[config.mk]
export PLATFORM = sky130hd
export DESIGN_NAME = sram_arbiter_flat
export DESIGN_NICKNAME = d
export VERILOG_FILES = /design/src/rtl/sram_arbiter_if.sv /design/src/rtl/sram_arbiter.sv /design/src/flat_wrapper.sv
export SDC_FILE = /design/constraint.sdc
export NUM_CORES = 1
export LEC_CHECK = 0
export ABC_AREA = 1
export BUFFER_PORTS_ARGS = -buffer_cell sky130_fd_sc_hd__buf_4
export CORE_ASPECT_RATIO = 0.7
export CORE_MARGIN = 2
export CORE_UTILIZATION = 60
export CTS_BUF_LIST = sky130_fd_sc_hd__clkbuf_4
export CTS_CLUSTER_DIAMETER = 80
export DETAILED_ROUTE_END_ITERATION = 7
export PLACE_DENSITY = 0.85
export SLEW_MARGIN = 20
export SYNTH_ARGS = -nofsm -noshare
export SYNTH_HDL_FRONTEND = slang
export SYNTH_SLANG_ARGS = --single-unit
[constraint.sdc]
create_clock -name clk -period 7.5 [get_ports clk]
set_clock_uncertainty 0.2 [all_clocks]
set_input_delay 1.5 -clock clk [delete_from_list [all_inputs] [get_ports clk]]
set_output_delay 1.5 -clock clk [all_outputs]
set_load 0.05 [all_outputs]
[src/rtl/sram_arbiter_if.sv]
// Bus bundle for sram_arbiter: display read port, renderer write port, swap control and SRAM side.
// stall_cycles exists only when SRAM_ARB_STATS_EN is defined.
interface sram_arbiter_if #(
  parameter int unsigned ADDR_W = 19
);
  logic              disp_read;
  logic [ADDR_W-1:0] disp_addr;
  logic              disp_last;
  logic [31:0]       disp_data;
  logic              wr_valid;
  logic              wr_ready;
  logic [ADDR_W-1:0] wr_addr;
  logic [31:0]       wr_data;
  logic [3:0]        wr_be;
  logic              render_done;
  logic              swap_done;
  logic              front_sel;
  logic              sram_read;
  logic              sram_we;
  logic [ADDR_W:0]   sram_addr;
  logic [31:0]       sram_wdata;
  logic [3:0]        sram_be;
  logic [31:0]       sram_rdata;
`ifdef SRAM_ARB_STATS_EN
  logic [15:0]       stall_cycles;
`endif

  modport slave (
    input  disp_read, disp_addr, disp_last, wr_valid, wr_addr, wr_data, wr_be,
           render_done, sram_rdata,
`ifdef SRAM_ARB_STATS_EN
    output stall_cycles,
`endif
    output disp_data, wr_ready, swap_done, front_sel, sram_read, sram_we, sram_addr,
           sram_wdata, sram_be
  );

  modport master (
    output disp_read, disp_addr, disp_last, wr_valid, wr_addr, wr_data, wr_be,
           render_done, sram_rdata,
`ifdef SRAM_ARB_STATS_EN
    input  stall_cycles,
`endif
    input  disp_data, wr_ready, swap_done, front_sel, sram_read, sram_we, sram_addr,
           sram_wdata, sram_be
  );
endinterface

[src/rtl/sram_arbiter.sv]
// Double-buffered SRAM arbiter: display reads take priority, renderer writes are queued and
// drained into the back buffer; buffers swap on a frame boundary. Optional SRAM_ARB_STATS_EN.
module sram_arbiter #(
  parameter int unsigned FIFO_DEPTH = 4,
  parameter int unsigned ADDR_W     = 19
) (
  input  logic          clk,
  input  logic          rst,
  sram_arbiter_if.slave bus
);
  localparam int unsigned PTR_W = $clog2(FIFO_DEPTH);

  typedef enum logic [1:0] {
    RENDER     = 2'd0,
    DRAIN      = 2'd1,
    WAIT_FRAME = 2'd2
  } state_t;

  state_t r_state;
  state_t w_state_nxt;
  logic   r_front_sel;
  logic   r_swap_done;

  logic [ADDR_W-1:0] r_mem_addr [FIFO_DEPTH];
  logic [31:0]       r_mem_data [FIFO_DEPTH];
  logic [3:0]        r_mem_be   [FIFO_DEPTH];
  logic [PTR_W:0]    r_wptr;
  logic [PTR_W:0]    r_rptr;

  logic w_empty;
  logic w_full;
  logic w_ready;
  logic w_push;
  logic w_pop;
  logic w_swap;

  // Extra pointer bit distinguishes full from empty when the index bits match.
  assign w_empty = (r_wptr == r_rptr);
  assign w_full  = (r_wptr[PTR_W] != r_rptr[PTR_W]) &&
                   (r_wptr[PTR_W-1:0] == r_rptr[PTR_W-1:0]);
  assign w_ready = !rst && (r_state == RENDER) && !w_full;
  assign w_push  = bus.wr_valid && w_ready;
  assign w_pop   = !rst && !bus.disp_read && !w_empty;
  assign w_swap  = (r_state == WAIT_FRAME) && bus.disp_last;

  always_ff @(posedge clk or posedge rst) begin
    if (rst) begin
      r_wptr <= '0;
      r_rptr <= '0;
    end else begin
      if (w_push) r_wptr <= r_wptr + 1'b1;
      if (w_pop)  r_rptr <= r_rptr + 1'b1;
    end
  end

  always_ff @(posedge clk) begin
    if (w_push) begin
      r_mem_addr[r_wptr[PTR_W-1:0]] <= bus.wr_addr;
      r_mem_data[r_wptr[PTR_W-1:0]] <= bus.wr_data;
      r_mem_be[r_wptr[PTR_W-1:0]]   <= bus.wr_be;
    end
  end

  always_ff @(posedge clk or posedge rst) begin
    if (rst) begin
      r_state     <= RENDER;
      r_front_sel <= 1'b0;
      r_swap_done <= 1'b0;
    end else begin
      r_state     <= w_state_nxt;
      r_swap_done <= w_swap;
      if (w_swap) r_front_sel <= ~r_front_sel;
    end
  end

  always_comb begin
    w_state_nxt = r_state;
    unique case (r_state)
      RENDER:     if (bus.render_done) w_state_nxt = DRAIN;
      DRAIN:      if (w_empty)         w_state_nxt = WAIT_FRAME;
      WAIT_FRAME: if (bus.disp_last)   w_state_nxt = RENDER;
      default:                         w_state_nxt = RENDER;
    endcase
  end

  always_comb begin
    bus.sram_read  = 1'b0;
    bus.sram_we    = 1'b0;
    bus.sram_addr  = '0;
    bus.sram_wdata = '0;
    bus.sram_be    = '0;
    if (bus.disp_read) begin
      bus.sram_read = 1'b1;
      bus.sram_addr = {r_front_sel, bus.disp_addr};
    end else if (w_pop) begin
      bus.sram_we    = 1'b1;
      bus.sram_addr  = {~r_front_sel, r_mem_addr[r_rptr[PTR_W-1:0]]};
      bus.sram_wdata = r_mem_data[r_rptr[PTR_W-1:0]];
      bus.sram_be    = r_mem_be[r_rptr[PTR_W-1:0]];
    end
  end

  assign bus.disp_data = bus.sram_rdata;
  assign bus.wr_ready  = w_ready;
  assign bus.swap_done = r_swap_done;
  assign bus.front_sel = r_front_sel;

`ifdef SRAM_ARB_STATS_EN
  logic [15:0] r_stall_cnt;

  always_ff @(posedge clk or posedge rst) begin
    if (rst) begin
      r_stall_cnt <= '0;
    end else if (w_swap) begin
      r_stall_cnt <= '0;
    end else if (bus.wr_valid && !w_ready && (r_stall_cnt != '1)) begin
      r_stall_cnt <= r_stall_cnt + 16'd1;
    end
  end

  assign bus.stall_cycles = r_stall_cnt;
`endif
endmodule

[src/flat_wrapper.sv]
// flat-port wrapper written by rule: the top's interface ports become plain ports
module sram_arbiter_flat 
#(
  parameter int unsigned FIFO_DEPTH = 4,
  parameter int unsigned ADDR_W     = 19
)
  (clk, rst, bus_disp_read, bus_disp_addr, bus_disp_last, bus_wr_valid, bus_wr_addr, bus_wr_data, bus_wr_be, bus_render_done, bus_sram_rdata, bus_disp_data, bus_wr_ready, bus_swap_done, bus_front_sel, bus_sram_read, bus_sram_we, bus_sram_addr, bus_sram_wdata, bus_sram_be);
  sram_arbiter_if #(.ADDR_W(ADDR_W)) bus_i ();
  input  logic clk;
  input  logic rst;
  input wire logic [$bits(bus_i.disp_read)-1:0] bus_disp_read;
  input wire logic [$bits(bus_i.disp_addr)-1:0] bus_disp_addr;
  input wire logic [$bits(bus_i.disp_last)-1:0] bus_disp_last;
  input wire logic [$bits(bus_i.wr_valid)-1:0] bus_wr_valid;
  input wire logic [$bits(bus_i.wr_addr)-1:0] bus_wr_addr;
  input wire logic [$bits(bus_i.wr_data)-1:0] bus_wr_data;
  input wire logic [$bits(bus_i.wr_be)-1:0] bus_wr_be;
  input wire logic [$bits(bus_i.render_done)-1:0] bus_render_done;
  input wire logic [$bits(bus_i.sram_rdata)-1:0] bus_sram_rdata;
  output wire logic [$bits(bus_i.disp_data)-1:0] bus_disp_data;
  output wire logic [$bits(bus_i.wr_ready)-1:0] bus_wr_ready;
  output wire logic [$bits(bus_i.swap_done)-1:0] bus_swap_done;
  output wire logic [$bits(bus_i.front_sel)-1:0] bus_front_sel;
  output wire logic [$bits(bus_i.sram_read)-1:0] bus_sram_read;
  output wire logic [$bits(bus_i.sram_we)-1:0] bus_sram_we;
  output wire logic [$bits(bus_i.sram_addr)-1:0] bus_sram_addr;
  output wire logic [$bits(bus_i.sram_wdata)-1:0] bus_sram_wdata;
  output wire logic [$bits(bus_i.sram_be)-1:0] bus_sram_be;
  assign bus_i.disp_read = bus_disp_read;
  assign bus_i.disp_addr = bus_disp_addr;
  assign bus_i.disp_last = bus_disp_last;
  assign bus_i.wr_valid = bus_wr_valid;
  assign bus_i.wr_addr = bus_wr_addr;
  assign bus_i.wr_data = bus_wr_data;
  assign bus_i.wr_be = bus_wr_be;
  assign bus_i.render_done = bus_render_done;
  assign bus_i.sram_rdata = bus_sram_rdata;
  assign bus_disp_data = bus_i.disp_data;
  assign bus_wr_ready = bus_i.wr_ready;
  assign bus_swap_done = bus_i.swap_done;
  assign bus_front_sel = bus_i.front_sel;
  assign bus_sram_read = bus_i.sram_read;
  assign bus_sram_we = bus_i.sram_we;
  assign bus_sram_addr = bus_i.sram_addr;
  assign bus_sram_wdata = bus_i.sram_wdata;
  assign bus_sram_be = bus_i.sram_be;
  sram_arbiter #(.FIFO_DEPTH(FIFO_DEPTH), .ADDR_W(ADDR_W)) u_core (.clk(clk), .rst(rst), .bus(bus_i));
endmodule
==> impl_results.md <==
* Initial antenna violation count at 0
* Routed vias at between 6,000 and 7,000
* Sequential area share after synthesis at 71.6%
* Ys async rst share at 4.35%
* Clk sinks at 230
* CTS Buf Count at 53
* Avg Inst Size Synth at approximately 12 sq um
* # fillers at around 1,000
* Hpwl dp at 11,700 um
* CP Capture Type: primary output
* Cts repair resizes at 0
* Maxcap violations at 0
* Net Sw Frac at between 30% and 40%
* Inst Count DP at around 1,100
* Antenna diodes at 0
* Die width at 155 um
* Root Driver: clkbuf_4
* Power Dens Cells at between 300 and 400 nW/um^2
* Slew @ Worst Pin at between 1 and 1.5 ns
* Pin count of the biggest net entering global routing at 112
* Met1 Use GR at between 30% and 40%
* Routed wire per std cell at around 17 um
* Max Fclk at between 200 and 250 MHz
* Post-route ant nets at 0
* Endpoints failing setup at 0
* DRC at 0
* Sequential Power Share at 41.2%
* Status: finished, final reports clean
* Number of global-route vias before repair at a little over 6,000
* Area fraction of the dominant cell type after synthesis at ~69%
* Worst min-delay path class: reg -> reg
* Gr usage total at 23.5%
* Port Buf Inserts at 140
* Net load switching power at roughly 0.0015 W
* Initial Util at 61.6%
* Top-count cell post-synth: edfxtp_1
* CP arrival at approximately 3.2 ns
* Final Non-Filler Cells at approximately 1,200
* Yosys warns at 0
* Grt total ovfl at 0
* Post-CTS Hold Fix Bufs at 0
* Worst Path Max Fanout at 56
* H-tree Lvls at 2
* Starting DRT DRC Count at roughly 680
* Clk slew on worst S/H paths at ~0.07 ns
* Leak Pwr at 4.43 nW
* GRT met2 Usage at around 37%
* RSZ-0062 raised after global routing: no
* Die area at ~17,000 sq um
* Final hold violations at 0
* Register area at about 6900 sq um
* Fin crit period at between 4 and 5 ns
* Clock Power Share at a little under a quarter
* Gp weighted congestion at about 0.77
* Post-CTS setup buffer count at 0
* Slew Viols, Final at 0
* Mapped cell area at 9580 sq um
* Final Cycle Share at 65.4%
* Startpoint types: flop
* Seq cells post-synth at 230
* First-pass GRT wire length at 30,700 um
* Gate power share at a little over a third
* CTS tree: done
* Total Wirelength at between 20,000 and 25,000 um
* Top cells by count, synth: 220 x edfxtp_1, 150 x nor2_1, 139 x nand2_1
* CTS Buffer Depth at 3
* Nets at roughly 1,100
* Slew HR at between 20% and 30%
* Prevailing post-synth register cell: edfxtp_1
* DP Area at roughly 11,000 sq um
* Design area at 11,200 sq um
* Row count at 38
* Die height at approximately 110 um
* Number of synthesized flops with an enable pin at 220
* Area occupied by multi-input gates at 2180 sq um
* Worst-skew pair later-pin latency at 0.60 ns
* Post-Syn Nets at around 940
* Crit path kind: reg -> out
* Area leader, netlist: edfxtp_1
* Req. time, crit path at 5.80 ns
* Max VDD drop at between 0.0003 and 0.0004 V
* Area Overhead vs Synth at 16.7%
* IO Pins at approximately 200
* Vias per inst at around 5.5
* Cell Int Power at ~0.0024 W
* Synth area leaders: edfxtp_1 69%, nor2_1 5.9%, nand2_1 5.4%
* Core Footprint at approximately 16,000 sq um
* TritonRoute pass-1 iters at 5
* GRT busiest layer: met2
* Syn Inst Count at 822
* GR Util met3 at 5.95%
* Setup_tns at 0 ns
* Cell variety after synth at 22
* Share of cells above drive strength 1 at ~24%
==> power groups by stage <==
stage,clock network [W],registers [W],logic [W]
floorplan,0,0.00161,0.00102
global placement,0,0.00161,0.00134
detailed placement,0,0.00162,0.00137
CTS,0.000917,0.00159,0.00137
global route,0.000975,0.00160,0.00150
finish,0.000903,0.00159,0.00137
==> stage by stage <==
stage | hold slack [ns] | worst slack [ns] | util (%) | power [W]
finish | 0.354 | 2.60 | 71.9 | 0.00386
global route | 0.391 | 2.36 | 71.9 | 0.00407
detailed placement | 0.344 | 2.66 | 68.0 | 0.00298
floorplan | 0.312 | 2.38 | - | 0.00263
global placement | 0.345 | 2.78 | 67.8 | 0.00295
CTS | 0.357 | 2.55 | 71.9 | 0.00388
==> state kept, by name, indices dropped and copies added, names as in the netlist <==
register	cells
u_core.r_mem_data	128
u_core.r_mem_addr	76
u_core.r_mem_be	16
u_core.r_rptr	3
u_core.r_wptr	3
u_core.r_state	2
u_core.bus.front_sel	1
u_core.bus.swap_done	1
==> kinds of logic (layout without fill, tap and decap cells) <==
logic type,after synthesis,in the layout,share of synthesized area (%)
AND/OR/NAND/NOR,341,341,14.1
flip-flops,230,230,71.6
AO/OA/AOI/OAI,129,129,7.29
buffers and inverters,113,271,5.99
adder cells (fa/ha/maj),5,5,0.653
XOR/XNOR,4,4,0.366
==> layout make-up <==
class	instances	share of cell area (%)
Inverter	36	1.22
Timing Repair Buffer	150	10.3
Tap cell	200	2.24
Clock buffer	75	5.04
Clock inverter	10	0.380
Sequential cell	230	61.4
Multi-Input combinational cell	479	19.5
==> critical path, stage by stage, from the launching register on <==
cell	delay (ns)
dfrtp_2	0.40
inv_2	0.04
buf_4	0.58
nand2_1	0.10
nand2_1	0.12
nand3_2	0.14
nand2_2	0.38
buf_4	0.50
a21oi_1	0.10
buf_4	0.22
==> worst paths after layout <==
| kind | from | to | slack (ns) | cells after the start |
|---|---|---|---|---|
| hold reg to reg | u_core.bus.front_sel$_DFFE_PP0P_ | u_core.bus.front_sel$_DFFE_PP0P_ | 0.35 | 1 |
| setup / recovery | u_core.r_rptr[1]$_DFFE_PP0P_ | bus_sram_wdata[20] | 2.60 | 9 |
| max in group asynchronous | rst | u_core.r_rptr[0]$_DFFE_PP0P_ | 6.08 | 2 |
| hold / removal | u_core.bus.front_sel$_DFFE_PP0P_ | u_core.bus.front_sel$_DFFE_PP0P_ | 0.35 | 1 |
| setup reg to reg | u_core.r_rptr[1]$_DFFE_PP0P_ | u_core.r_mem_data[1][31]$_DFFE_PP_ | 3.99 | 7 |
| min in group asynchronous | rst | u_core.r_wptr[2]$_DFFE_PP0P_ | 0.70 | 2 |
==> layout by cell type (no fill, tap or decap) <==
cell        instances
edfxtp_1          220
buf_4             149
nor2_1            146
nand2_1           139
clkbuf_4           75
o21ai_0            72
nand3_1            45
a21oi_1            36
inv_1              34
o21bai_1           20
clkinv_1            8
dfrtp_1             8
ha_1                5
nor2_4              4
nand4_1             3
xnor2_1             2
clkinv_2            2
nor3_1              2
xor2_1              2
inv_2               1
nand3_2             1
nand2_2             1
o21a_1              1
clkinvlp_4          1
buf_16              1
dfrtp_4             1
dfrtp_2             1
==> layer usage <==
layer	share of wire, %	up-vias
met5	0	-
met4	1.8	0
met3	9.6	45
met2	46	337
met1	43	2985
li1	-	3074
Power figures use the tool's default switching activity.
